File: config.mk
export PLATFORM = sky130hd
export DESIGN_NAME = pipelined_addsub
export DESIGN_NICKNAME = d
export VERILOG_FILES = /design/src/rtl/pipelined_addsub.sv
export SDC_FILE = /design/constraint.sdc
export NUM_CORES = 1
export LEC_CHECK = 0
export BUFFER_PORTS_ARGS = -buffer_cell sky130_fd_sc_hd__buf_2
export CAP_MARGIN = 15
export CORE_MARGIN = 2
export CORE_UTILIZATION = 34
export CTS_BUF_LIST = sky130_fd_sc_hd__clkbuf_16
export CTS_CLUSTER_SIZE = 30
export DETAILED_ROUTE_END_ITERATION = 10
export PLACE_DENSITY = 0.55
export SYNTH_ARGS = -nofsm -noshare
export SYNTH_HDL_FRONTEND = slang
export SYNTH_SLANG_ARGS = --single-unit
File: constraint.sdc
create_clock -name clk -period 2.4 [get_ports clk]
set_clock_uncertainty 0.05 [all_clocks]
set_input_delay 0.12 -clock clk [delete_from_list [all_inputs] [get_ports clk]]
set_output_delay 0.12 -clock clk [all_outputs]
set_load 0.02 [all_outputs]
File: src/rtl/pipelined_addsub.sv
// rtl/pipelined_addsub.sv - carry-segmented pipelined N-bit add/subtract with valid/ready streaming
// Optional signed saturation on the last stage when ADDSUB_SAT_EN is defined.
module pipelined_addsub #(
  parameter int N   = 16,
  parameter int SEG = 4
) (
  input  logic         clk,
  input  logic         rst_n,
  input  logic         in_valid,
  output logic         in_ready,
  input  logic [N-1:0] a,
  input  logic [N-1:0] b,
  input  logic         sub,
  output logic         out_valid,
  input  logic         out_ready,
  output logic [N-1:0] sum,
  output logic         cout,
  output logic         overflow
);

  localparam int STAGES = (N + SEG - 1) / SEG;
  localparam int LAST   = STAGES - 1;

  logic [STAGES-1:0] valid, adv, load, v_nx;
  logic [N-1:0]      a_q [STAGES];
  logic [N-1:0]      bx_q[STAGES];
  logic [N-1:0]      s_q [STAGES];
  logic              c_q [STAGES];
  logic [N-1:0]      a_nx [STAGES];
  logic [N-1:0]      bx_nx[STAGES];
  logic [N-1:0]      s_nx [STAGES];
  logic              c_nx [STAGES];
  logic              ovf_q, ovf_nx;

  logic [N-1:0] ai, bi, si;
  logic         c, ctop;
`ifdef ADDSUB_SAT_EN
  logic [N-1:0] min_v;
`endif

  // Ready chain runs from the output back to the input so a full stage can load while it drains.
  always_comb begin
    adv  = '0;
    load = '0;
    for (int k = STAGES - 1; k >= 0; k--) begin
      if (k == LAST) adv[k] = valid[k] & out_ready;
      else           adv[k] = valid[k] & load[(k < LAST) ? k + 1 : LAST];
      load[k] = ~valid[k] | adv[k];
    end
  end

  assign in_ready = load[0];

  always_comb begin
    ai     = '0;
    bi     = '0;
    si     = '0;
    c      = 1'b0;
    ctop   = 1'b0;
    ovf_nx = 1'b0;
    v_nx   = '0;
`ifdef ADDSUB_SAT_EN
    min_v        = '0;
    min_v[N-1]   = 1'b1;
`endif
    for (int k = 0; k < STAGES; k++) begin
      if (k == 0) begin
        ai      = a;
        bi      = b ^ {N{sub}};
        si      = '0;
        c       = sub;
        v_nx[k] = in_valid;
      end else begin
        ai      = a_q [(k > 0) ? k - 1 : 0];
        bi      = bx_q[(k > 0) ? k - 1 : 0];
        si      = s_q [(k > 0) ? k - 1 : 0];
        c       = c_q [(k > 0) ? k - 1 : 0];
        v_nx[k] = valid[(k > 0) ? k - 1 : 0];
      end
      // Resolve only this stage's slice; the rest of the beat passes through untouched.
      for (int j = 0; j < N; j++) begin
        if (j / SEG == k) begin
          if (j == N - 1) ctop = c;
          si[j] = ai[j] ^ bi[j] ^ c;
          c     = (ai[j] & bi[j]) | (c & (ai[j] ^ bi[j]));
        end
      end
      if (k == LAST) begin
        ovf_nx = ctop ^ c;
`ifdef ADDSUB_SAT_EN
        if (ovf_nx) si = ai[N-1] ? min_v : ~min_v;
`endif
      end
      a_nx[k]  = ai;
      bx_nx[k] = bi;
      s_nx[k]  = si;
      c_nx[k]  = c;
    end
  end

  always_ff @(posedge clk or negedge rst_n) begin
    if (!rst_n) begin
      valid <= '0;
      ovf_q <= 1'b0;
      for (int k = 0; k < STAGES; k++) begin
        a_q[k]  <= '0;
        bx_q[k] <= '0;
        s_q[k]  <= '0;
        c_q[k]  <= 1'b0;
      end
    end else begin
      for (int k = 0; k < STAGES; k++) begin
        if (load[k]) begin
          valid[k] <= v_nx[k];
          if (v_nx[k]) begin
            a_q[k]  <= a_nx[k];
            bx_q[k] <= bx_nx[k];
            s_q[k]  <= s_nx[k];
            c_q[k]  <= c_nx[k];
          end
        end
      end
      if (load[LAST] && v_nx[LAST]) ovf_q <= ovf_nx;
    end
  end

  assign out_valid = valid[LAST];
  assign sum       = s_q[LAST];
  assign cout      = c_q[LAST];
  assign overflow  = ovf_q;

endmodule

==> metrics.txt <==
status finished, final reports clean; ANT nets after route 0; syn avg cell area ~15 um2; fin cells around 530; mux share of post-synthesis cell area 24.05%; Mapped Nets approximately 340; CP Class register to register; Synth Warn # 0; Crit path max-delay family adder cells; total power approximately 5.6 mW; Cell Pwr Density approximately 1100 nW/um2; total grt overflow 0; H-tree Lvls 3; worst-path cell with the longest stage delay fa_1; Fin Setup TNS 0 ps; number of setup buffers added after CTS 0; Synth Area in Simple Gates 1.697%; Final Slew Violations 0; CP endpoint kind register; ant diodes 0; post-DP HPWL 5.230 mm; max_cap viols 0; Net Switching 1.689 mW; CTS root buffer clkbuf_16; routed vias 2273; routed vias/inst approximately 4.3; clk sink count 97; max incr delay on CP about 400 ps; most used cell, CP inv_1; post-synthesis adder-cell area fraction 7.145%; Synth Area in XOR/XNOR 3.543%; combinational family with the most area after synthesis multiplexers; CTS tree done; sequential share of power a little under half; Comb pwr share a little under a third; drt pass-1 iters 4; Rel. slew slack 61.01%; Core Footprint around 12000 um2; min Tclk post-route approximately 2200 ps; crit-path cells inv_1 -> fa_1 -> inv_1 -> fa_1 -> fa_2 -> inv_1 -> fa_2 -> xnor2_1 -> mux2_2; Synth Register Bits 97; Detailed Route WL roughly 7.3 mm; leakage 2.398 nW; largest net degree at the start of global routing 55; Place WS 122.4 ps; Hold WC Path Type primary input to register; number of buffers created by CTS 9; # nets final a little over 400; Starting Density approximately a third; Die H 115.2 um; register area share after synthesis around 58%; critical path startpoint category register; Synth Area in Compound Gates approximately 1.5%; Post-Synthesis Cell Area between 4000 and 5000 um2; fin worst setup slack between 150 and 200 ps; Std-Cell Rows 40; CP Buf/Inv Count 3; crit share post-route between 90% and 100%; Final GP Congestion about 0.71; Critical Path AT between 2000 and 2500 ps; Layout fillers between 1000 and 1500; Fin. Hold Viols 0; Clk pwr share about a quarter; CTS max path bufs 2; final setup vio count 0; CP Data Required Time ~2600 ps; register clock-pin slew on the reported worst setup and hold paths approximately 60 ps; sw frac 30.26%; Iter 0 DRT Violations 66; Die Area about 13000 um2; worst vdd ir around 0.00034 V; first-pass GRT wire length between 10 and 15 mm; post-synthesis cell type count 17; vias in the first global route about 2500; Port Buf Inserts 56; R2R Setup Slk between 150 and 200 ps; share of cells above drive strength 1 43.01%; final hold slack between 30 and 40 ps; placed cell count 504; DR WL/cell between 10 and 15 um; Syn-to-layout area delta 22.36%; initial antenna violation count 0; Cells after Synth ~280; Top-Level Pins between 50 and 60; CP max FO 2; Total GRT Usage between 10% and 20%; Worst-Margin Slew 584.8 ps; DRC 0; Max Fclk approximately 450 MHz; RSZ-0062 raised after global routing no; P_int a little under 4 mW; Die W roughly 120 um; insertion delay to the later sink of the worst-skew pair roughly 340 ps
sequential cells by signal (all words and copies together) (netlist names):
signal    flops
a_nx         20
valid         4
ai            4
overflow      1
cout          1
bi            4
s_nx         24
bx_nx        20
sum          16
c_q           3
cells in the mapped netlist (all sizes together):
| library cell | count | share of area (%) |
|---|---|---|
| inv | 32 | 2.9 |
| mux2i | 11 | 2.6 |
| fa | 15 | 7.1 |
| dfrtp | 97 | 58 |
| nand4b | 1 | 0.21 |
| nand2b | 4 | 0.60 |
| buf | 10 | 1.5 |
| o21ai | 10 | 1.2 |
| a21boi | 1 | 0.27 |
| mux2 | 78 | 21 |
| nand3b | 1 | 0.18 |
| xor2 | 12 | 2.5 |
| xnor2 | 5 | 1.0 |
| nand2 | 5 | 0.45 |
| and4b | 1 | 0.27 |
worst paths after layout:
path                                  end  cells past startpoint    from
worst max-delay path             overflow                      9  c_q[1]
worst min-delay path            bx_nx[36]                      3    b[4]
worst max register to register   overflow                      9  c_q[1]
worst min register to register     sum[5]                      1  sum[5]
max in group asynchronous        s_nx[34]                      3   rst_n
min in group asynchronous       bx_nx[37]                      2   rst_n
power groups by stage:
| stage | combinational [mW] | clock, mW | sequential [mW] |
|---|---|---|---|
| finish | 1.68 | 1.35 | 2.55 |
| global route | 1.90 | 1.45 | 2.65 |
| CTS | 1.71 | 1.40 | 2.57 |
| detailed placement | 1.69 | 0 | 2.60 |
| global placement | 1.63 | 0 | 2.59 |
| floorplan | 1.02 | 0 | 2.68 |
cell usage in the layout, fill, tap and decap left out:
master / count
a21boi_4: 1
and4b_2: 1
buf_12: 2
buf_2: 55
buf_4: 6
bufinv_16: 1
clkbuf_16: 9
clkinv_2: 1
clkinvlp_4: 1
dfrtp_1: 97
dlygate4sd3_1: 14
fa_1: 13
fa_2: 2
inv_1: 35
mux2_2: 72
mux2_4: 6
mux2i_1: 11
nand2_1: 5
nand2b_1: 4
nand3b_1: 1
nand4b_1: 1
o21ai_0: 10
xnor2_1: 5
xor2_1: 12
per-stage QoR:
step           instance area [um2]  util [%]
2_1_floorplan                 4203         -
3_3_place_gp                  4718     39.12
3_5_place_dp                  4718     39.12
4_1_cts                       5137     42.59
5_1_grt                       5142     42.63
6_report                      5142     42.63
timing repair:
| action | in CTS | in global routing |
|---|---|---|
| hold buffers | 14 | 0 |
| setup endpoints to repair | 0 | 1 |
| endpoints found under the hold margin | 56 | 0 |
| resized for setup | 0 | 2 |
metal layers:
layer / routed length, um / track usage (%) / vias up
li1: - / - / 1095
met1: 3510 / 16.47 / 1133
met2: 3361 / 19.02 / 35
met3: 276 / 2.952 / 10
met4: 146 / 5.301 / 0
met5: 0 / 0 / -
logic make-up (layout without fill, tap and decap cells):
group                    Yosys count  count (layout)
flip-flops                        97              97
multiplexers                      89              89
buffers and inverters             42             124
XOR/XNOR                          17              17
adder cells (fa/ha/maj)           15              15
AND/OR/NAND/NOR                   12              12
AO/OA/AOI/OAI                     11              11
worst reg2reg max path, cell delays in order (launching register included):
cell and delay [ps]:
dfrtp_1 330, inv_1 70, fa_1 400, inv_1 70
fa_1 190, fa_2 210, inv_1 60, fa_2 340
xnor2_1 130, mux2_2 260
area by class of cell:
type                            instances  area [um2]  area share [%]
Sequential cell                        97        2427           47.20
Multi-Input combinational cell        144        1605           31.22
Clock buffer                            9       225.2           4.380
Inverter                               32       120.1           2.336
Tap cell                              168       210.2           4.088
Clock inverter                          6       53.80           1.046
Timing Repair Buffer                   77       500.5           9.732
Power figures use the tool's default switching activity.
